<file path="config.mk">
export PLATFORM = sky130hd
export DESIGN_NAME = tiny_nn_fp_accumulator
export DESIGN_NICKNAME = d
export VERILOG_FILES = /design/src/rtl/tiny_nn_pkg.sv /design/src/rtl/tiny_nn_fp_norm.sv /design/src/rtl/tiny_nn_fp_accumulator.sv
export SDC_FILE = /design/constraint.sdc
export NUM_CORES = 1
export LEC_CHECK = 0
export CAP_MARGIN = 10
export CORE_MARGIN = 4
export CORE_UTILIZATION = 55
export CTS_CLUSTER_DIAMETER = 30
export DETAILED_ROUTE_END_ITERATION = 6
export GPL_ROUTABILITY_DRIVEN = 0
export GPL_TIMING_DRIVEN = 1
export PLACE_DENSITY = 0.89
export SYNTH_ARGS = -nofsm -noshare
export SYNTH_HDL_FRONTEND = slang
export SYNTH_SLANG_ARGS = --single-unit
</file>
<file path="constraint.sdc">
create_clock -name clk_i -period 4 [get_ports clk_i]
set_input_delay 0.6 -clock clk_i [delete_from_list [all_inputs] [get_ports clk_i]]
set_output_delay 0.6 -clock clk_i [all_outputs]
set_load 0.005 [all_outputs]
</file>
<file path="src/rtl/tiny_nn_pkg.sv">
// Shared types and helpers for the tiny_nn datapath: the 16-bit fp_t format
// (1 sign, 8 exponent, 7 mantissa, bias 127), its special values and the
// accumulator FSM state encoding.
package tiny_nn_pkg;

    localparam int FPExpWidth  = 8;
    localparam int FPMantWidth = 7;
    localparam int FPSigWidth  = FPMantWidth + 1;
    localparam int FPBias      = 127;

    typedef struct packed {
        logic                   sgn;
        logic [FPExpWidth-1:0]  exp;
        logic [FPMantWidth-1:0] mant;
    } fp_t;

    localparam fp_t FPZero   = 16'h0000;
    localparam fp_t FPStdNaN = 16'hFFFF;

    typedef enum logic [1:0] {
        AccIdle,
        AccAlign,
        AccAdd,
        AccNorm
    } fp_acc_state_e;

    // No denormals: any nonzero pattern in the exp==0 space (including -0) is NaN.
    function automatic logic is_nan(input fp_t x);
        return ((x.exp == '0) && ((x.mant != '0) || x.sgn)) ||
               ((x.exp == '1) && (x.mant != '0));
    endfunction

    function automatic logic is_inf(input fp_t x);
        return (x.exp == '1) && (x.mant == '0);
    endfunction

    function automatic logic is_zero(input fp_t x);
        return x == FPZero;
    endfunction

endpackage

</file>
<file path="src/rtl/tiny_nn_fp_norm.sv">
// Combinational normaliser: finds the leading one of the raw significand sum,
// shifts it to the top, adjusts the exponent and packs the fp_t result with
// overflow-to-inf, flush-to-zero and truncation of bits below the mantissa.
module tiny_nn_fp_norm
    import tiny_nn_pkg::*;
#(
    parameter int GuardBits = 3
) (
    input  logic [FPSigWidth+GuardBits:0] i_sum,
    input  logic signed [9:0]             i_exp,
    input  logic                          i_sgn,
    output fp_t                           o_res
);

    localparam int SumW = FPSigWidth + GuardBits + 1;
    localparam int LzW  = $clog2(SumW + 1);

    logic [LzW-1:0]         w_lzc;
    logic [SumW-1:0]        w_shifted;
    logic signed [9:0]      w_exp;
    logic [FPMantWidth-1:0] w_mant;

    // Leading-zero count: the highest set bit wins, all-zero gives SumW.
    always_comb begin
        w_lzc = LzW'(SumW);
        for (int i = 0; i < SumW; i++) begin
            if (i_sum[i]) w_lzc = LzW'(SumW - 1 - i);
        end
    end

    // The unshifted sum carries its leading one one place above the hidden bit,
    // so the exponent moves by (1 - lzc).
    assign w_shifted = i_sum << w_lzc;
    assign w_exp     = i_exp + 10'sd1 - $signed({{(10-LzW){1'b0}}, w_lzc});
    assign w_mant    = FPMantWidth'(w_shifted >> (SumW - 1 - FPMantWidth));

    // Pack the result, resolving zero, overflow and underflow.
    always_comb begin
        o_res = FPZero;
        if (i_sum == '0) begin
            o_res = FPZero;
        end else if (w_exp >= 10'sd255) begin
            o_res = '{sgn: i_sgn, exp: '1, mant: '0};
        end else if (w_exp <= 10'sd0) begin
            o_res = FPZero;
        end else begin
            o_res = '{sgn: i_sgn, exp: w_exp[FPExpWidth-1:0], mant: w_mant};
        end
    end

endmodule

</file>
<file path="src/rtl/tiny_nn_fp_accumulator.sv">
// Running fp_t accumulator built on a four-cycle serial adder:
// IDLE (accept) -> ALIGN (specials, exponent alignment) -> ADD -> NORM.
// acc_clear_i zeroes the accumulator and aborts any operation in flight.
module tiny_nn_fp_accumulator
    import tiny_nn_pkg::*;
#(
    parameter int CountWidth = 8,
    parameter int GuardBits  = 3
) (
    input  logic                  clk_i,
    input  logic                  rst_ni,
    input  logic                  acc_clear_i,
    input  fp_t                   val_i,
    input  logic                  val_valid_i,
    output logic                  val_ready_o,
    output fp_t                   acc_o,
    output logic                  done_o,
    output logic [CountWidth-1:0] count_o
);

    localparam int SigW = FPSigWidth + GuardBits;
    localparam int SumW = SigW + 1;

    fp_acc_state_e         r_state;
    fp_t                   r_acc;
    logic [CountWidth-1:0] r_count;
    logic                  r_done;

    fp_t                   r_opnd;
    logic [SigW-1:0]       r_sig_big;
    logic [SigW-1:0]       r_sig_small;
    logic                  r_sub;
    logic                  r_sgn;
    logic signed [9:0]     r_exp;
    logic [SumW-1:0]       r_sum;
    logic                  r_special;
    fp_t                   r_special_val;

    logic                  w_acc_big;
    fp_t                   w_big;
    fp_t                   w_small;
    logic [FPExpWidth-1:0] w_diff;
    logic [SigW-1:0]       w_sig_small_raw;
    logic [SigW-1:0]       w_sig_small;
    logic                  w_special;
    fp_t                   w_special_val;
    fp_t                   w_norm_res;

    assign val_ready_o = (r_state == AccIdle) && !acc_clear_i;
    assign acc_o       = r_acc;
    assign count_o     = r_count;
    assign done_o      = r_done;

    // Order operands by magnitude and align the smaller significand.
    assign w_acc_big       = {r_acc.exp, r_acc.mant} >= {r_opnd.exp, r_opnd.mant};
    assign w_big           = w_acc_big ? r_acc : r_opnd;
    assign w_small         = w_acc_big ? r_opnd : r_acc;
    assign w_diff          = w_big.exp - w_small.exp;
    assign w_sig_small_raw = {1'b1, w_small.mant, {GuardBits{1'b0}}};
    assign w_sig_small     = (w_diff >= FPExpWidth'(SigW)) ? '0 : (w_sig_small_raw >> w_diff);

    // Special-case resolution; NaN outranks inf, inf outranks zero.
    always_comb begin
        w_special     = 1'b1;
        w_special_val = FPZero;
        if (is_nan(r_acc) || is_nan(r_opnd)) begin
            w_special_val = FPStdNaN;
        end else if (is_inf(r_acc) && is_inf(r_opnd)) begin
            w_special_val = (r_acc.sgn == r_opnd.sgn) ? r_acc : FPStdNaN;
        end else if (is_inf(r_acc)) begin
            w_special_val = r_acc;
        end else if (is_inf(r_opnd)) begin
            w_special_val = r_opnd;
        end else if (is_zero(r_acc)) begin
            w_special_val = r_opnd;
        end else if (is_zero(r_opnd)) begin
            w_special_val = r_acc;
        end else begin
            w_special = 1'b0;
        end
    end

    tiny_nn_fp_norm #(
        .GuardBits (GuardBits)
    ) u_norm (
        .i_sum (r_sum),
        .i_exp (r_exp),
        .i_sgn (r_sgn),
        .o_res (w_norm_res)
    );

    // Control: FSM, accumulator, count and done pulse; clear overrides all.
    always_ff @(posedge clk_i or negedge rst_ni) begin
        if (!rst_ni) begin
            r_state <= AccIdle;
            r_acc   <= FPZero;
            r_count <= '0;
            r_done  <= 1'b0;
        end else begin
            r_done <= 1'b0;
            if (acc_clear_i) begin
                r_state <= AccIdle;
                r_acc   <= FPZero;
                r_count <= '0;
            end else begin
                case (r_state)
                    AccIdle:  if (val_valid_i) r_state <= AccAlign;
                    AccAlign: r_state <= AccAdd;
                    AccAdd:   r_state <= AccNorm;
                    AccNorm: begin
                        r_state <= AccIdle;
                        r_acc   <= r_special ? r_special_val : w_norm_res;
                        r_done  <= 1'b1;
                        if (r_count != '1) r_count <= r_count + 1'b1;
                    end
                    default:  r_state <= AccIdle;
                endcase
            end
        end
    end

    // Datapath registers; each is only meaningful in the stage that loads it.
    always_ff @(posedge clk_i) begin
        if (val_valid_i && val_ready_o) begin
            r_opnd <= val_i;
        end
        if (r_state == AccAlign) begin
            r_sig_big     <= {1'b1, w_big.mant, {GuardBits{1'b0}}};
            r_sig_small   <= w_sig_small;
            r_sub         <= r_acc.sgn ^ r_opnd.sgn;
            r_sgn         <= w_big.sgn;
            r_exp         <= $signed({2'b00, w_big.exp});
            r_special     <= w_special;
            r_special_val <= w_special_val;
        end
        if (r_state == AccAdd) begin
            r_sum <= r_sub ? ({1'b0, r_sig_big} - {1'b0, r_sig_small})
                           : ({1'b0, r_sig_big} + {1'b0, r_sig_small});
        end
    end

endmodule

</file>
==> results.sh <==
export IMPL_status="finished with violations"
export IMPL_violations="setup timing"
export IMPL_grt_usage=0.2610
export IMPL_die_x_um=121.8
export IMPL_wl_mm=20.03
export IMPL_start_kind="flop"
export IMPL_avgSynthCellArea_um2=9.334
export IMPL_antenna_found_initial=0
export IMPL_r2r_start="r_sum[0]$_DFFE_PN_"
export IMPL_clk_path_buf_depth=2
export IMPL_fin_util=0.6815
export IMPL_grt_pass1_wl_mm=30.71
export IMPL_synth_edf_count=73
export IMPL_avgRoutedWirePerCell_um=19.45
export IMPL_yosysSeqAreaShare=0.4027
export IMPL_dieArea_um2=14830
export IMPL_final_nets=917
export IMPL_period_needed_ns=4.076
export IMPL_grt_overflow=0
export IMPL_layout_drive_gt1_share=0.1608
export IMPL_hp_class="flop to flop"
export IMPL_drtIter0Drc=754
export IMPL_crit_top_cell="nor2_2"
export IMPL_io_pins=46
export IMPL_path_delay_family="compound AO/OA/AOI/OAI gates"
export IMPL_fin_area_um2=8636
export IMPL_timing_final_ws_setup_ns=-0.07587
export IMPL_use_met1=0.3373
export IMPL_worst_slew_pin_slew_ns=1.021
export IMPL_grt_pass1_vias=6203
export IMPL_h_tree_depth=3
export IMPL_row_count=41
export IMPL_drt_drc_violations_left=0
export IMPL_clockRootBuffer="clkbuf_16"
export IMPL_drt_pass1_iterations=6
export IMPL_slew_headroom=0.3196
export IMPL_critical_path_startpoint="r_sum[0]$_DFFE_PN_"
export IMPL_postPlaceCellArea_um2=8048
export IMPL_globalRouteMet2Util=0.4302
export IMPL_p_per_area_nw_per_um2=730.9
export IMPL_yosys_warnings=0
export IMPL_synthFlopType="edfxtp_1"
export IMPL_vias=6717
export IMPL_timing_hold_ws_ns=0.5583
export IMPL_n_antenna_cell=0
export IMPL_slowest_delay_ns=0.52
export IMPL_ir_worst_vdd_uv=375.3
export IMPL_cp_end_kind="flop"
export IMPL_cts_made_buffers=9
export IMPL_synth_cells=763
export IMPL_cp_num_buf_inv=2
export IMPL_finalSetupViolCount=2
export IMPL_synth_cell_type_count=85
export IMPL_start_util=0.5621
export IMPL_cpMaxStageDelayCell="or4_1"
export IMPL_fin_crit_sh=1.019
export IMPL_insertion_delay_ns=0.36
export IMPL_clk_pin_slew_ns=0.08
export IMPL_grt_met3_usage=0.05478
export IMPL_hold_viol_final=0
export IMPL_power_leakage_nw=3.479
export IMPL_grt_busiest_layer="met2"
export IMPL_io_buffers=45
export IMPL_crit_required_ns=4.26
export IMPL_post_dp_hpwl_mm=14.42
export IMPL_synth_area_um2=7122
export IMPL_maxCapViolCount=0
export IMPL_finClkSkew_ns=0.01670
export IMPL_worstPathCellList="buf_4 -> nor2_1 -> o31ai_4 -> a211oi_2 -> nor2_2 -> nand2_1 -> inv_1 -> fa_2 -> nor2b_1 -> o21ai_0 -> nor3b_2 -> a21oi_1 -> o31a_1 -> o41a_1 -> nor2_2 -> or4_1 -> a311oi_1"
export IMPL_fp_dieH_um=121.8
export IMPL_syn_nets=827
export IMPL_cts_sinks=100
export IMPL_grt_max_degree=46
export IMPL_async_reset_ff_frac=0.2700
export IMPL_final_antenna_net_count=0
export IMPL_cts_tree="done"
export IMPL_min_delay_start="r_special_val[1]$_SDFFCE_PP1N_"
export IMPL_slew_violations=0
export IMPL_core_area_um2=12670
export IMPL_ys_seq_elements=100
export IMPL_cp_data_arrival_time_ns=4.33
export IMPL_fmax_mhz=245.3
export IMPL_syn_to_final_growth_pct=21.26
export IMPL_vias_per_cell=6.521
export IMPL_crit_path_max_fanout=7
export IMPL_critical_path_class="flop to flop"
==> state kept, by name, summed over array words and instances, names as in the netlist <==
name and cells:
acc_o 16, count_o 8, r_sgn 1, done_o 1, r_opnd 16, r_sig_big 7, r_special_val 16, r_state 2
r_sum 12, r_sig_small 11, r_special 1, r_exp 8, r_sub 1
==> final cells by class <==
cell class / count / area, um^2
Tap cell: 172 / 215.2
Fill cell: 903 / 4035
Sequential cell: 100 / 2868
Clock inverter: 7 / 71.32
Clock buffer: 9 / 225.2
Timing Repair Buffer: 108 / 923.4
Multi-Input combinational cell: 583 / 4141
Inverter: 51 / 191.4
==> cells by family after synthesis <==
logic type,count (synthesis),share of synthesized area
xor gates and xnor gates,29,0.03672
and+or+nand+nor,267,0.1892
muxes,32,0.04761
DFF,100,0.4027
AOI/OAI and AO/OA,211,0.2013
adders and majority gates,44,0.07941
buffers and inverters,80,0.04304
==> metrics by stage <==
step           std cells  worst slack, ns  power [W]  setup TNS (ns)
3_5_place_dp        1000         -0.05261   0.005047        -0.05261
4_1_cts             1016          0.03169   0.005952               0
3_3_place_gp        1000          0.09217   0.004933               0
2_1_floorplan        763          0.08584   0.004106               0
5_1_grt             1030          -0.2816   0.006694          -2.435
6_report            1030         -0.07587   0.006312         -0.1060
==> what timing repair did <==
action	in CTS	in global routing
resized for setup	2	40
gates cloned	0	0
hold endpoints to repair	0	0
setup buffers	0	14
pin swaps	0	20
hold buffers	0	0
endpoints found under the setup margin	2	24
==> layer usage <==
layer | vias up | wire length (um)
met5 | - | 0
met2 | 444 | 9502
met3 | 97 | 2084
li1 | 3032 | -
met1 | 3144 | 7604
met4 | 0 | 842
==> worst paths after layout <==
kind / depth (start not counted) / endpoint / slack (ns)
max in group asynchronous: 2 / acc_o[5]$_DFFE_PN0P_ / 3.08
max: 17 / acc_o[6]$_DFFE_PN0P_ / -0.08
min: 2 / acc_o[1]$_DFFE_PN0P_ / 0.56
min reg2reg: 2 / acc_o[1]$_DFFE_PN0P_ / 0.56
min in group asynchronous: 2 / count_o[5]$_DFFE_PN0P_ / 0.62
max reg2reg: 17 / acc_o[6]$_DFFE_PN0P_ / -0.08
==> worst register-to-register path, delay by kind of cell, from the launching register on <==
kind	cells	cell delay, ns
buffers and inverters	2	0.25
AND/OR/NAND/NOR	7	1.33
flip-flops	1	0.44
adder cells (fa/ha/maj)	1	0.37
AO/OA/AOI/OAI	7	1.59
==> power breakdown <==
part,switching [W],total (W),internal [W]
Combinational,0.00209,0.00353,0.00144
Sequential,0.000282,0.00191,0.00163
Clock,0.000429,0.000869,0.000440
Total,0.00280,0.00631,0.00351
==> cell usage after synthesis, types with 12 or more instances <==
cell	n	area, um^2
edfxtp_1	73	2192
nor3_1	19	95.09
nand3_1	16	80.08
a21oi_1	42	210.2
a211oi_1	12	90.09
mux2i_1	26	260.3
a22oi_1	20	150.1
xnor2_1	19	166.4
clkbuf_1	25	93.84
dfrtp_1	27	675.7
nor2_1	62	232.7
inv_1	49	183.9
nand4_1	16	100.1
ha_1	42	525.5
nand2b_1	14	87.58
nand2_1	78	292.8
o21ai_0	44	220.2
==> cells in the final DEF, fill, tap and decap left out, drive strengths merged, types with 4 or more instances in the layout <==
master / count
a211oi: 12
a21o: 6
a21oi: 43
a22oi: 20
a311oi: 8
and2: 5
and3: 8
buf: 63
clkbuf: 9
clkdlybuf4s50: 45
clkinv: 5
dfrtp: 27
edfxtp: 73
ha: 42
inv: 53
mux2: 5
mux2i: 26
nand2: 78
nand2b: 14
nand3: 17
nand4: 16
nor2: 62
nor2b: 11
nor3: 19
nor4: 12
o211ai: 5
o21a: 8
o21ai: 50
o21bai: 7
o22ai: 4
o31ai: 10
or3: 5
or4: 4
xnor2: 20
xor2: 9
No activity file was read; power rests on OpenSTA's default activity.
